[config.mk]
export PLATFORM = sky130hd
export DESIGN_NAME = cur_blk_fetch_sched
export DESIGN_NICKNAME = d
export VERILOG_FILES = /design/src/rtl/cur_blk_fetch_sched.sv
export SDC_FILE = /design/constraint.sdc
export NUM_CORES = 1
export LEC_CHECK = 0
export BUFFER_PORTS_ARGS = -buffer_cell sky130_fd_sc_hd__buf_2
export CAP_MARGIN = 20
export CORE_MARGIN = 8
export CORE_UTILIZATION = 45
export CTS_CLUSTER_DIAMETER = 50
export CTS_CLUSTER_SIZE = 16
export DETAILED_ROUTE_END_ITERATION = 8
export HOLD_SLACK_MARGIN = 0.05
export MAX_ROUTING_LAYER = met4
export PLACE_DENSITY = 0.74
export SKIP_CTS_REPAIR_TIMING = 1
export SYNTH_ARGS = -nofsm -noshare
export SYNTH_HDL_FRONTEND = slang
export SYNTH_SLANG_ARGS = --single-unit
[constraint.sdc]
create_clock -name clk -period 6.16 [get_ports clk]
set_input_delay 0.308 -clock clk [delete_from_list [all_inputs] [get_ports clk]]
set_output_delay 0.308 -clock clk [all_outputs]
set_load 0.02 [all_outputs]
[src/rtl/cur_blk_fetch_sched.sv]
// Current-block fetch sequencer for motion estimation. It reads ROWS words of one block from cur
// memory into the cur delay line, and holds the ping-pong ref-bank lock until the block has drained.
module cur_blk_fetch_sched #(
   parameter int ROWS      = 16,
   parameter int ADDR_W    = 8,
   parameter int DELAY_LAT = 16
) (
   input  logic              clk,
   input  logic              rst,
   input  logic              start,
   input  logic [ADDR_W-1:0] blk_base,
   input  logic              pause,
   input  logic              ref_ready0,
   input  logic              ref_ready1,
   output logic              cur_rd_en,
   output logic [ADDR_W-1:0] cur_rd_addr,
   input  logic [15:0]       cur_rd_data,
   output logic [15:0]       cur0,
   output logic              cur0_valid,
   output logic              only_read0,
   output logic              only_read1,
   output logic              busy,
   output logic              done
);
   localparam int IDX_W = (ROWS > 1) ? $clog2(ROWS) : 1;
   localparam int CNT_W = $clog2(DELAY_LAT + 2);

   typedef enum logic [1:0] {IDLE, WAIT_REF, FETCH, DRAIN} state_t;

   state_t            state_q, state_d;
   logic [ADDR_W-1:0] base_q, base_d;
   logic [IDX_W-1:0]  idx_q, idx_d;
   logic [CNT_W-1:0]  drain_q, drain_d;
   logic              bank_q, bank_d;
   logic [1:0]        lock_q, lock_d;
   logic              done_q, done_d;
   // [0]: read issued last cycle (data on cur_rd_data), [1]: cur0 holds a new word
   logic [1:0]        vld_pipe_q, vld_pipe_d;
   logic [15:0]       cur0_q, cur0_d;
   logic              ref_ok;

   assign ref_ok      = bank_q ? ref_ready1 : ref_ready0;
   assign cur_rd_en   = (state_q == FETCH) && !pause;
   assign cur_rd_addr = base_q + ADDR_W'(idx_q);
   assign cur0        = cur0_q;
   assign cur0_valid  = vld_pipe_q[1];
   assign only_read0  = lock_q[0];
   assign only_read1  = lock_q[1];
   assign busy        = (state_q != IDLE);
   assign done        = done_q;

   always_comb begin
      state_d = state_q;
      base_d  = base_q;
      idx_d   = idx_q;
      drain_d = drain_q;
      bank_d  = bank_q;
      lock_d  = lock_q;
      done_d  = 1'b0;
      case (state_q)
         IDLE: begin
            if (start) begin
               base_d = blk_base;
               if (ref_ok) begin
                  state_d = FETCH;
                  idx_d   = '0;
                  lock_d  = bank_q ? 2'b10 : 2'b01;
               end else begin
                  state_d = WAIT_REF;
               end
            end
         end
         WAIT_REF: begin
            if (ref_ok) begin
               state_d = FETCH;
               idx_d   = '0;
               lock_d  = bank_q ? 2'b10 : 2'b01;
            end
         end
         FETCH: begin
            if (cur_rd_en) begin
               idx_d = idx_q + 1'b1;
               if (idx_q == IDX_W'(ROWS - 1)) begin
                  state_d = DRAIN;
                  drain_d = CNT_W'(DELAY_LAT + 1);
               end
            end
         end
         DRAIN: begin
            // done is registered, so the state stays in DRAIN for one extra cycle (count 0) while done is high
            if (drain_q != '0) drain_d = drain_q - 1'b1;
            if (drain_q == CNT_W'(1)) done_d = 1'b1;
            if (drain_q == '0) begin
               state_d = IDLE;
               lock_d  = 2'b00;
               bank_d  = ~bank_q;
            end
         end
         default: state_d = IDLE;
      endcase
   end

   always_comb begin
      vld_pipe_d = {vld_pipe_q[0], cur_rd_en};
      cur0_d     = vld_pipe_q[0] ? cur_rd_data : cur0_q;
   end

   always_ff @(posedge clk or negedge rst) begin
      if (!rst) begin
         state_q    <= IDLE;
         base_q     <= '0;
         idx_q      <= '0;
         drain_q    <= '0;
         bank_q     <= 1'b0;
         lock_q     <= 2'b00;
         done_q     <= 1'b0;
         vld_pipe_q <= 2'b00;
         cur0_q     <= '0;
      end else begin
         state_q    <= state_d;
         base_q     <= base_d;
         idx_q      <= idx_d;
         drain_q    <= drain_d;
         bank_q     <= bank_d;
         lock_q     <= lock_d;
         done_q     <= done_d;
         vld_pipe_q <= vld_pipe_d;
         cur0_q     <= cur0_d;
      end
   end
endmodule

After elaboration in Yosys (flattened, before gate mapping). Index checks and enable logic that the tools add are counted. W data, S select, Z words.

Equal/unequal tests: 11. Div/mod/pow operators: 0. Reductions and logical operators: 15. Shifts and indexed selects: 0. $mul: 0. $add $sub $neg: 3. Multiplexer cells: 22. Magnitude comparators: 0. Bitwise gates (word level): 1.

Operators by type and width (count): $mux W2 (9); $mux W5 (3); $mux W4 (3); $pmux W4 S3 (1); $ne A2 B2 Y1 const B (5); $pmux W5 S2 (1); $add A8 B4 Y8 (1); $pmux W2 S4 (1); $pmux W2 S3 (1); $reduce_and A3 Y1 (2); $reduce_bool A3 Y1 (2); $eq A5 B1 Y1 const B (1); $logic_not A5 Y1 (1); $reduce_and A5 Y1 (1); $reduce_bool A5 Y1 (1); $sub A5 B1 Y5 const B (1); $add A4 B1 Y4 const B (1); $eq A2 B2 Y1 const B (2); $eq A4 B4 Y1 const B (1); $reduce_and A2 Y1 (2); $reduce_and A4 Y1 (1); $reduce_bool A2 Y1 (2); $mux W1 (3); $eq A2 B1 Y1 const B (1); 5 further kinds (5).

Bits in registers: 41. Latch bits: 0. Word-level logic and storage cells: 61. Memories kept: 0. RAM bits: 0. Output and inout bits: 30. Bits of input ports: 30. Bits in read-only memories: 0.

Depth between registers and ports, before layout. Gate-level depths: netlist (run 1).

Depth after elaboration: 4. Mapped depth: 7. Gate-level depth less buffers: 7.

Worst setup path before layout (run 1). No wires, ideal clock.

Kind: register -> output. Start: register idx_q[0]. End: output port cur_rd_addr[6]. Setup slack: 4.105 ns. Data required time: 5.852 ns. Arrival: 1.747 ns. Path buffers: 0. Cell stages (with the launch flop): 8. Cell sequence: dfrtp_1 ha_1 inv_1 fa_1 nor2b_1 o21ai_0 a21oi_1 xor2_1.

Longest elaborated chain between the ends: 1.

RTL lines: start, declared (line 32) `logic [IDX_W-1:0] idx_q, idx_d;`; start signal, assigned (line 122) `idx_q <= idx_d;`; $add A8 B4 Y8 (line 44) `assign cur_rd_addr = base_q + ADDR_W'(idx_q);`; end, declared (line 16) `output logic [ADDR_W-1:0] cur_rd_addr,`.

No other way between the ends.

Final worst setup path (run 1). Ends and elaborated chain as after synthesis.

==> results of run 1 <==
==> critical path: stages, from the launching register on <==
cell	delay, ns
dfrtp_1	0.42
ha_1	0.22
inv_1	0.06
fa_1	0.41
nor2b_1	0.12
o21ai_0	0.11
a21oi_1	0.19
xor2_1	0.14
buf_2	0.17
==> Yosys cell counts, drive strengths merged <==
cell type / instances
or4b: 1
nor2b: 3
o2bb2ai: 2
buf: 1
nand2: 13
and2: 1
mux2i: 2
mux2: 25
xnor2: 4
ha: 12
clkbuf: 2
a211o: 2
or4: 1
nand4b: 1
fa: 1
or2: 2
a211oi: 3
nor2: 9
nand3b: 1
a21o: 1
nand3: 7
a22o: 3
o2111ai: 1
nand2b: 3
o21ai: 11
nor3: 2
xor2: 2
a21oi: 5
inv: 12
dfrtp: 41
a32o: 1
o22a: 1
==> flip-flops by register name (all words and copies together) (netlist names) <==
signal      count
bank_q          1
base_q          8
cur0           16
done            1
drain_q         5
idx_q           4
lock_q          2
state_q         2
vld_pipe_q      2
==> cell usage in the layout (no fill, tap or decap), types with 2 or more instances in the layout <==
master / count
nor3_1: 2
a211oi_1: 3
clkbuf_8: 5
xor2_1: 2
inv_1: 12
a211o_1: 2
nand2b_1: 3
a21oi_1: 5
mux2i_1: 2
or2_2: 2
clkinv_2: 2
o21ai_0: 11
nand3_1: 7
nand2_1: 13
nor2_1: 9
xnor2_1: 4
ha_1: 12
buf_2: 59
dfrtp_1: 41
o2bb2ai_1: 2
a22o_1: 2
mux2_2: 25
nor2b_1: 3
==> worst max-delay path by stage <==
| stage | start | to | slack (ns) | depth (start not counted) |
|---|---|---|---|---|
| finish | idx_q[0] | cur_rd_addr[6] | 3.72 | 8 |
| global route | idx_q[0] | cur_rd_addr[6] | 3.54 | 8 |
| CTS | idx_q[0] | cur_rd_addr[6] | 3.71 | 8 |
| detailed placement | idx_q[0] | cur_rd_addr[6] | 4.04 | 8 |
| global placement | idx_q[0] | cur_rd_addr[6] | 4.08 | 8 |
| floorplan | idx_q[0] | cur_rd_addr[6] | 4.11 | 7 |
==> cells by family (layout without fill, tap and decap cells) <==
| group | count (synthesis) | count (layout) | share of synthesized area [%] |
|---|---|---|---|
| AND/OR/NAND/NOR | 44 | 44 | 10.7 |
| flip-flops | 41 | 41 | 50.5 |
| AO/OA/AOI/OAI | 30 | 30 | 9.85 |
| multiplexers | 27 | 27 | 14.8 |
| buffers and inverters | 15 | 79 | 3.14 |
| adder cells (fa/ha/maj) | 13 | 13 | 8.37 |
| XOR/XNOR | 6 | 6 | 2.59 |
==> power by group <==
group | leakage (uW) | internal [uW] | total [uW] | switching [uW]
Combinational | 0.000662 | 306 | 703 | 397
Clock | 0.0000439 | 78.2 | 171 | 92.6
Sequential | 0.000499 | 391 | 488 | 96.8
==> per-layer routing <==
layer  track usage, %  part of all wire (%)  vias to the layer above
met2             19.2                    45                       44
met4             4.79                   1.6                        0
met1             14.2                    46                      675
li1                 -                     -                      746
met3             4.79                   7.9                        7
met5                -                     0                        -
==> cell type report <==
type,instances,area (um2)
Fill cell,384,1890
Sequential cell,41,1030
Multi-Input combinational cell,120,942
Timing Repair Buffer,59,295
Clock buffer,5,68.8
Tap cell,52,65.1
Inverter,12,45.0
Clock inverter,3,17.5
==> through the flow <==
stage | total power (uW) | instances | setup slack [ns] | hold slack, ns
3_5_place_dp | 1200 | 284 | 4.04 | 0.447
3_3_place_gp | 1190 | 284 | 4.08 | 0.447
4_1_cts | 1380 | 292 | 3.71 | 0.166
6_report | 1360 | 292 | 3.72 | 0.136
5_1_grt | 1480 | 292 | 3.54 | 0.213
2_1_floorplan | 998 | 176 | 4.11 | 0.0124
==> metrics.yaml, run 1 <==
cp_max_fo: 5
vias: 1472
max_cap_viol_count: 0
drc_errors: 0
grt_pass1_vias: 1492
r2r_setup_slack_ns: 4.09
r2r-start: "state_q[0]"
synth_top_area_share_pct: 50.5
cp-start-kind: "register"
skew_ns: 0.00348
firstDrtPassIters: 5
area_growth_pct: 21.1
p_leak_uw: 0.00120
min_path_type: "in2async"
fp.dieW_um: 83.2
crit_path_end_kind: "primary output"
yosysWarningCount: 0
path_clk_slew_ns: 0.08
fin_crit_sh_pct: 39.6
final_antenna_net_count: 0
power_density_nw_per_um2: 554
antenna_cells: 0
route.final.wire_length_mm: 4.03
worstRegToRegCells: 6
clk_latency_ns: 0.29
cts_tree: "done"
synth.cell_area_um2: 2030
netlist-cell-type-count: 33
gp_congestion: 0.796
slew_violations: 0
tightest_slew_ns: 0.879
antenna_found_initial: 0
min_period_ns: 2.44
yosysTopAreaCell: "dfrtp_1"
final_util_pct: 56.5
finalSetupTns_ns: 0
fin_nets: 282
die_area_um2: 6920
ir_drop_mv: 0.224
r2r_end: "idx_q[3]"
setup_violations: 0
synth_cells: 176
root_buffer: "clkbuf_8"
grtUsageTotal_pct: 12.4
syn-num-nets: 219
io_pins: 60
status: "finished, final reports clean"
portBuffers: 59
numClockSinks: 41
worstPathRequired_ns: 5.85
viasPerCell: 5.04
clock_path_buffers: 2
gr-total-overflow: 0
layout-drive-gt1-share_pct: 39.6
die_h_um: 83.2
fmax_mhz: 410
num_rows: 24
placed_area_um2: 2370
yosysSeqAreaShare_pct: 50.5
hold_viol: 0
hpwl_mm: 3.08
yosys-top-cells-area: "dfrtp_1 (50%), mux2_2 (14%), ha_1 (7.4%)"
rsz0062_at_grt: "no"
wire_per_inst_um: 13.8
initial_core_util_pct: 46.7
ys_ff_latch: 41
fp.coreArea_um2: 4350
critPathKind: "reg2out"
grt_pass1_wl_mm: 6.99
cts_buffers: 5
design_area_um2: 2460
cts_max_level: 2
cp_data_arrival_time_ns: 2.13
avgSynthCellArea_um2: 11.5
initialDrtViolationCount: 48
max_slew_margin_pct: 41.4
grt_max_degree: 42
Note: power is estimated with default switching activity, not from simulation.
==> run 2, diff against run 1 <==
--- a/config.mk
+++ b/config.mk
@@ -5,6 +5,7 @@
 export SDC_FILE = /design/constraint.sdc
 export NUM_CORES = 1
 export LEC_CHECK = 0
+export ABC_AREA = 1
 export BUFFER_PORTS_ARGS = -buffer_cell sky130_fd_sc_hd__buf_2
 export CAP_MARGIN = 20
 export CORE_MARGIN = 8
@@ -14,7 +15,7 @@
 export DETAILED_ROUTE_END_ITERATION = 8
 export HOLD_SLACK_MARGIN = 0.05
 export MAX_ROUTING_LAYER = met4
-export PLACE_DENSITY = 0.74
+export PLACE_DENSITY = 0.76
 export SKIP_CTS_REPAIR_TIMING = 1
 export SYNTH_ARGS = -nofsm -noshare
 export SYNTH_HDL_FRONTEND = slang
==> constraint.sdc (replaced) <==
create_clock -name clk -period 2.2 [get_ports clk]
set_input_delay 0.11 -clock clk [delete_from_list [all_inputs] [get_ports clk]]
set_output_delay 0.11 -clock clk [all_outputs]
set_load 0.02 [all_outputs]
==> run 2 against run 1 <==
Net effect: die area increased by 2.6%; sequential share of layout area down 5.0 points; register-to-register slack worse by 3.5 ns; critical path depth fell by 1; combinational power grew to 2.8 times the previous value; sequential cell count unchanged; critical endpoint unchanged; critical path type unchanged; clock power grew to 4.3 times the previous value; clock-buffer cell count is the same; global-route usage is 0.28 points higher; synthesized cell count is 25% higher; cell count rose by 23%; sequential power grew to 2.7 times the previous value.
==> metrics.yaml, run 2 <==
status: "finished, final reports clean"
max_slew_margin_pct: 40.6  # -0.75 points
route.final.wire_length_mm: 4.53  # +12%
area_growth_pct: 33.0
power_density_nw_per_um2: 1450  # +160%
synth_most_common_cell: "nand2_1"
yosys-top-cells-area: "dfrtp_1 (49%), nand2_1 (9.1%), mux2_1 (7.5%)"
syn-num-nets: 263  # +20%
grtUsageMet2_pct: 20.6  # +1.4 points
synth.cell_area_um2: 2100  # +3.3%
use_met1_pct: 13.3  # -0.92 points
cp_data_arrival_time_ns: 1.89  # -0.24 ns
crit_path_end_kind: "primary output"
endpoint: "cur_rd_addr[6]"
fillers: 388  # +1.0%
final_antenna_net_count: 0  # unchanged
wire_per_inst_um: 12.7  # -8.4%
path_clk_slew_ns: 0.09  # about the same
fin_nets: 346  # +23%
fin_ws_ns: 0.197  # -3.52 ns
viasPerCell: 4.82  # -4.4%
setup_violations: 0  # unchanged
die_h_um: 84.3  # +1.3%
r2r_end: "base_q[0]"
cp-start-kind: "register"
drc_errors: 0  # unchanged
slew_violations: 0  # unchanged
pre_cts_slack_ns: 0.432  # -3.61 ns
cts_tree: "done"
p_leak_uw: 0.00144  # +20%
combPwrFrac_pct: 49.0  # -2.6 points
tightest_slew_ns: 0.891  # +0.0113 ns
synth_cells: 220  # +25%
root_buffer: "clkbuf_8"
clk_latency_ns: 0.30  # about the same
globalRouteMet3Util_pct: 4.74  # -0.042 points
p_int_uw: 2310  # +200%
min_path_type: "in2reg"
cts_buffers: 5  # unchanged
yosysSeqAreaShare_pct: 48.9  # -1.6 points
fin_crit_sh_pct: 91.0
swShare_pct: 42.9  # -0.20 points
pwr-share-seq_pct: 32.9  # -2.9 points
rsz0062_at_grt: "no"
final_common_cell: "buf_2"
portBuffers: 59  # unchanged
firstDrtPassIters: 4  # -1
yosysTopAreaCell: "dfrtp_1"
clock_path_buffers: 2  # unchanged
antenna_cells: 0  # unchanged
busiest_layer: "met2"
grtUsageTotal_pct: 12.7  # +0.28 points
fp.coreArea_um2: 4600  # +5.6%
cp-startpoint: "base_q[0]"
synth_top_area_share_pct: 48.9  # -1.6 points
max_cap_viol_count: 0  # unchanged
critPathKind: "reg2out"
cp_max_fo: 2  # -3
cts_max_level: 2  # unchanged
switchingPower_uw: 1740  # +200%
initial_core_util_pct: 45.6  # -1.0 points
fmax_mhz: 499
gp_congestion: 0.787  # -1.1%
final_cell_mix: "buf_2 (59), nand2_1 (51), dfrtp_1 (41)"
final_cells: 358  # +23%
netlist-cell-type-count: 23  # -30%
r2r_setup_slack_ns: 0.60  # -3.49 ns
worstPathRequired_ns: 2.09  # -3.76 ns
fin_total_pwr_uw: 4050  # +200%
layout-drive-gt1-share_pct: 28.3  # -11 points
hpwl_mm: 3.32  # +7.8%
placedCellCount: 329  # +16%
r2r-start: "state_q[1]"
io_pins: 60  # unchanged
clockPowerShare_pct: 18.1  # +5.6 points
avgSynthCellArea_um2: 9.54  # -17%
antenna_found_initial: 0  # unchanged
ir_drop_mv: 0.625  # +180%
hold-worst-slack_ns: 0.0497  # -0.0861 ns
synth-main-ff-cell: "dfrtp_1"
ys_ff_latch: 41  # unchanged
async_reset_ff_share_pct: 100  # unchanged
grt_max_degree: 42  # unchanged
fp.dieW_um: 84.3  # +1.3%
yosysWarningCount: 0  # unchanged
min_period_ns: 2.00
grt_pass1_wl_mm: 7.29  # +4.3%
finalSetupTns_ns: 0  # unchanged
vias: 1725  # +17%
gr-total-overflow: 0  # unchanged
grt_pass1_vias: 1696  # +14%
hold_viol: 0  # unchanged
die_area_um2: 7100  # +2.6%
initialDrtViolationCount: 34  # -29%
num_rows: 25  # +4.2%
synth_common_cells: "nand2_1 (51), dfrtp_1 (41), inv_1 (22), nand3_1 (15), nor2_1 (15)"
worstRegToRegCells: 4  # -2
numClockSinks: 41  # unchanged
skew_ns: 0.00662  # +0.00315 ns
synth_edf_count: 0  # unchanged
largest_reg_flops: 16  # unchanged
[run 2: changes by cell type after synthesis, moves of 6 or more]
| cell | before | now |
|---|---|---|
| o21ai_1 | 0 | 9 |
| nand3_1 | 7 | 15 |
| mux2_2 | 25 | 7 |
| o21ai_0 | 11 | 2 |
| nor2_1 | 9 | 15 |
| inv_1 | 12 | 22 |
| nand2_1 | 13 | 51 |
| mux2_1 | 0 | 14 |
[run 2: cell type report]
type	count	area [um2]	area share, %
repair buffers	80	503	18.0
clock inverters	3	68.8	2.47
well taps	54	67.6	2.42
multi-input cells	151	967	34.6
clock buffers	5	68.8	2.47
flip-flops and latches	41	1030	36.8
inverters	24	90.1	3.23
[run 2: worst min-delay path by stage]
stage	startpoint	to	slack (ns)	depth (start not counted)
global placement	rst	state_q[0]	0.29	1
global route	blk_base[0]	base_q[0]	0.05	2
detailed placement	rst	state_q[1]	0.30	1
CTS	rst	base_q[6]	-0.03	1
finish	cur_rd_data[4]	cur0[4]	0.05	2
floorplan	rst	bank_q	-0.19	0
[run 2: metal layers]
metal  share of wire [%]  wire [um]  up-vias
li1                    -          -      879
met1                  43       1960      793
met2                  49       2210       47
met3                 6.2        282        6
met4                 1.6         73        0
met5                   0          0        -
[run 2: cells by family after synthesis]
group                      synth area share [%]
xor gates and xnor gates                   2.92
buffers and inverters                      5.19
DFF                                        48.9
and+or+nand+nor                            18.7
AOI/OAI and AO/OA                          4.95
muxes                                      11.3
adders and majority gates                  8.11
[run 2: metrics by stage]
step                cell area (um2)  utilization [%]
CTS                            2580             56.1
global placement               2440             53.1
finish                         2790             60.7
floorplan                      2100                -
global route                   2790             60.7
detailed placement             2440             53.1
[run 2: critical path, cell delays in order (launching register included)]
cell and delay (ns):
dfrtp_1 0.37, ha_1 0.17, inv_1 0.06, fa_1 0.42
o21ai_2 0.19, nand2_1 0.08, xnor2_1 0.13, buf_2 0.18
[run 2: power groups by stage]
| stage | sequential (uW) | clock (uW) | combinational, uW |
|---|---|---|---|
| 5_1_grt | 1390 | 770 | 2220 |
| 2_1_floorplan | 1500 | 0 | 1240 |
| 6_report | 1330 | 731 | 1980 |
| 3_5_place_dp | 1360 | 0 | 1950 |
| 3_3_place_gp | 1330 | 0 | 1910 |
| 4_1_cts | 1340 | 747 | 1960 |
==> run 3, diff against run 2 <==
--- a/config.mk
+++ b/config.mk
@@ -8,14 +8,13 @@
 export ABC_AREA = 1
 export BUFFER_PORTS_ARGS = -buffer_cell sky130_fd_sc_hd__buf_2
 export CAP_MARGIN = 20
-export CORE_MARGIN = 8
 export CORE_UTILIZATION = 45
 export CTS_CLUSTER_DIAMETER = 50
 export CTS_CLUSTER_SIZE = 16
 export DETAILED_ROUTE_END_ITERATION = 8
 export HOLD_SLACK_MARGIN = 0.05
 export MAX_ROUTING_LAYER = met4
-export PLACE_DENSITY = 0.76
+export PLACE_DENSITY = 0.74
 export SKIP_CTS_REPAIR_TIMING = 1
 export SYNTH_ARGS = -nofsm -noshare
 export SYNTH_HDL_FRONTEND = slang
==> constraint.sdc (replaced) <==
create_clock -name clk -period 2.1 [get_ports clk]
set_input_delay 0.105 -clock clk [delete_from_list [all_inputs] [get_ports clk]]
set_output_delay 0.105 -clock clk [all_outputs]
set_load 0.02 [all_outputs]
==> run 3 against run 2 <==
Net effect: sequential share of layout area is 0.46 points lower; largest power group unchanged; critical path type unchanged; clock skew shrank 0.0013 ns; clock-buffer cell count unchanged; via count up 0.41%; setup slack lost 0.086 ns; largest cell class unchanged; critical endpoint unchanged; utilization rose by 3.3 points; register-to-register slack worse by 0.14 ns; sequential power increased by 6%; non-clock buffer count increased by 4; combinational power rose by 5%; cell count is 0.56% higher.
==> metrics.yaml, run 3 (synthesis results as in run 2) <==
status: "finished, final reports clean"
path_clk_slew_ns: 0.08  # about the same
clock_path_buffers: 2  # unchanged
fmax_mhz: 503
fp.dieW_um: 70.3  # -17%
min_period_ns: 1.99
design_area_um2: 2830  # +1.3%
worstPathRequired_ns: 2.00  # -0.09 ns
initial_core_util_pct: 47.5  # +1.9 points
antenna_cells: 0  # unchanged
root_buffer: "clkbuf_8"
tightest_slew_ns: 0.679  # -0.212 ns
power_density_nw_per_um2: 1500  # +3.6%
path_cells: "ha_1 > inv_1 > fa_1 > o21ai_2 > nand2_1 > xnor2_1 > buf_4"
cts_buffers: 5  # unchanged
antenna_found_initial: 0  # unchanged
crit_path_end_kind: "primary output"
fillers: 359  # -7.5%
final_antenna_net_count: 0  # unchanged
viasPerCell: 4.81  # -0.15%
cts_max_level: 2  # unchanged
drc_errors: 0  # unchanged
fp.coreArea_um2: 4410  # -4.0%
placed_area_um2: 2450  # +0.51%
fin_ws_ns: 0.111  # -0.0864 ns
pre_cts_slack_ns: 0.369  # -0.0630 ns
skew_ns: 0.00533  # -0.00130 ns
hold-worst-slack_ns: 0.0556  # +0.00583 ns
cp-start-kind: "register"
crit_slowest_cell: "fa_1"
hold_start: "blk_base[6]"
numClockSinks: 41  # unchanged
hpwl_mm: 3.01  # -9.3%
r2r-start: "state_q[0]"
cp-startpoint: "idx_q[0]"
wire_per_inst_um: 12.4  # -2.4%
slew_violations: 0  # unchanged
grt_pass1_wl_mm: 7.03  # -3.6%
initialDrtViolationCount: 70  # +110%
cp_max_fo: 3  # +1
grtUsageTotal_pct: 18.2  # +5.5 points
cp_data_arrival_time_ns: 1.88  # about the same
grt_max_degree: 18  # -57%
final_cell_mix: "buf_2 (58), nand2_1 (51), dfrtp_1 (41)"
largest_reg_flops: 16  # unchanged
area_growth_pct: 34.7
vias: 1732  # +0.41%
min_path_type: "in2reg"
portBuffers: 59  # unchanged
final_common_cell: "buf_2"
crit_family: "adder cells"
max_cap_viol_count: 0  # unchanged
num_rows: 24  # -4.0%
layout-drive-gt1-share_pct: 28.6  # +0.28 points
setup_violations: 0  # unchanged
max_stage_delay_ns: 0.41  # about the same
crit_buf_inv: 2  # unchanged
die_area_um2: 4940  # -30%
fin_nets: 350  # +1.2%
grt_pass1_vias: 1639  # -3.4%
final_cells: 360  # +0.56%
critPathKind: "reg2out"
fin_crit_sh_pct: 94.7
cts_tree: "done"
multi_input_area_um2: 967  # unchanged
gr-total-overflow: 0  # unchanged
route.final.wire_length_mm: 4.45  # -1.8%
max_slew_margin_pct: 54.8  # +14 points
clk_latency_ns: 0.28  # -0.02 ns
final-seq-area_um2: 1030  # unchanged
gp_congestion: 0.821  # +4.3%
placedCellCount: 329  # unchanged
p_leak_uw: 0.00146  # +1.3%
io_pins: 60  # unchanged
hold_viol: 0  # unchanged
firstDrtPassIters: 4  # unchanged
die_h_um: 70.3  # -17%
ir_drop_mv: 0.710  # +13%
finalSetupTns_ns: 0  # unchanged
run 3: cell types whose count changed in the layout (fill, tap and decap cells not counted):
| cell | previous run | this run |
|---|---|---|
| buf_2 | 59 | 58 |
| buf_4 | 1 | 4 |
| dlygate4sd3_1 | 20 | 22 |
run 3: path summary, 6_finish.rpt:
kind                       slack (ns)        endpoint  cells past startpoint
hold / removal                   0.06       base_q[6]                      2
max in group asynchronous        1.39          bank_q                      3
hold reg to reg                  0.48         cur0[8]                      1
setup / recovery                 0.11  cur_rd_addr[6]                      7
min in group asynchronous        0.22       base_q[3]                      2
setup reg to reg                 0.46        idx_q[0]                      7
run 3: per-layer routing:
layer,vias up,track usage [%],part of all wire (%)
li1,890,-,-
met1,794,22.6,45
met2,41,29.4,50
met3,7,4.33,4.2
met4,0,5.78,0.99
met5,-,-,0
run 3: metrics by stage:
stage	util, %	power [uW]
2_1_floorplan	-	2860
3_3_place_gp	55.6	3380
3_5_place_dp	55.6	3440
4_1_cts	58.7	4210
5_1_grt	64.0	4610
6_report	64.0	4250
run 3: area by class of cell:
cell class / instances / area share (%)
sequential: 41 / 36.3
inverter: 24 / 3.19
timing repair buffer: 84 / 19.1
clock buffer: 5 / 2.43
clock inverter: 3 / 2.43
tap: 52 / 2.30
multi-input combinational: 151 / 34.2
run 3: report_power, final:
group	switching (uW)	internal, uW	leakage, uW
clock network	274	478	0.0000687
logic	1270	812	0.000891
registers	269	1140	0.000503
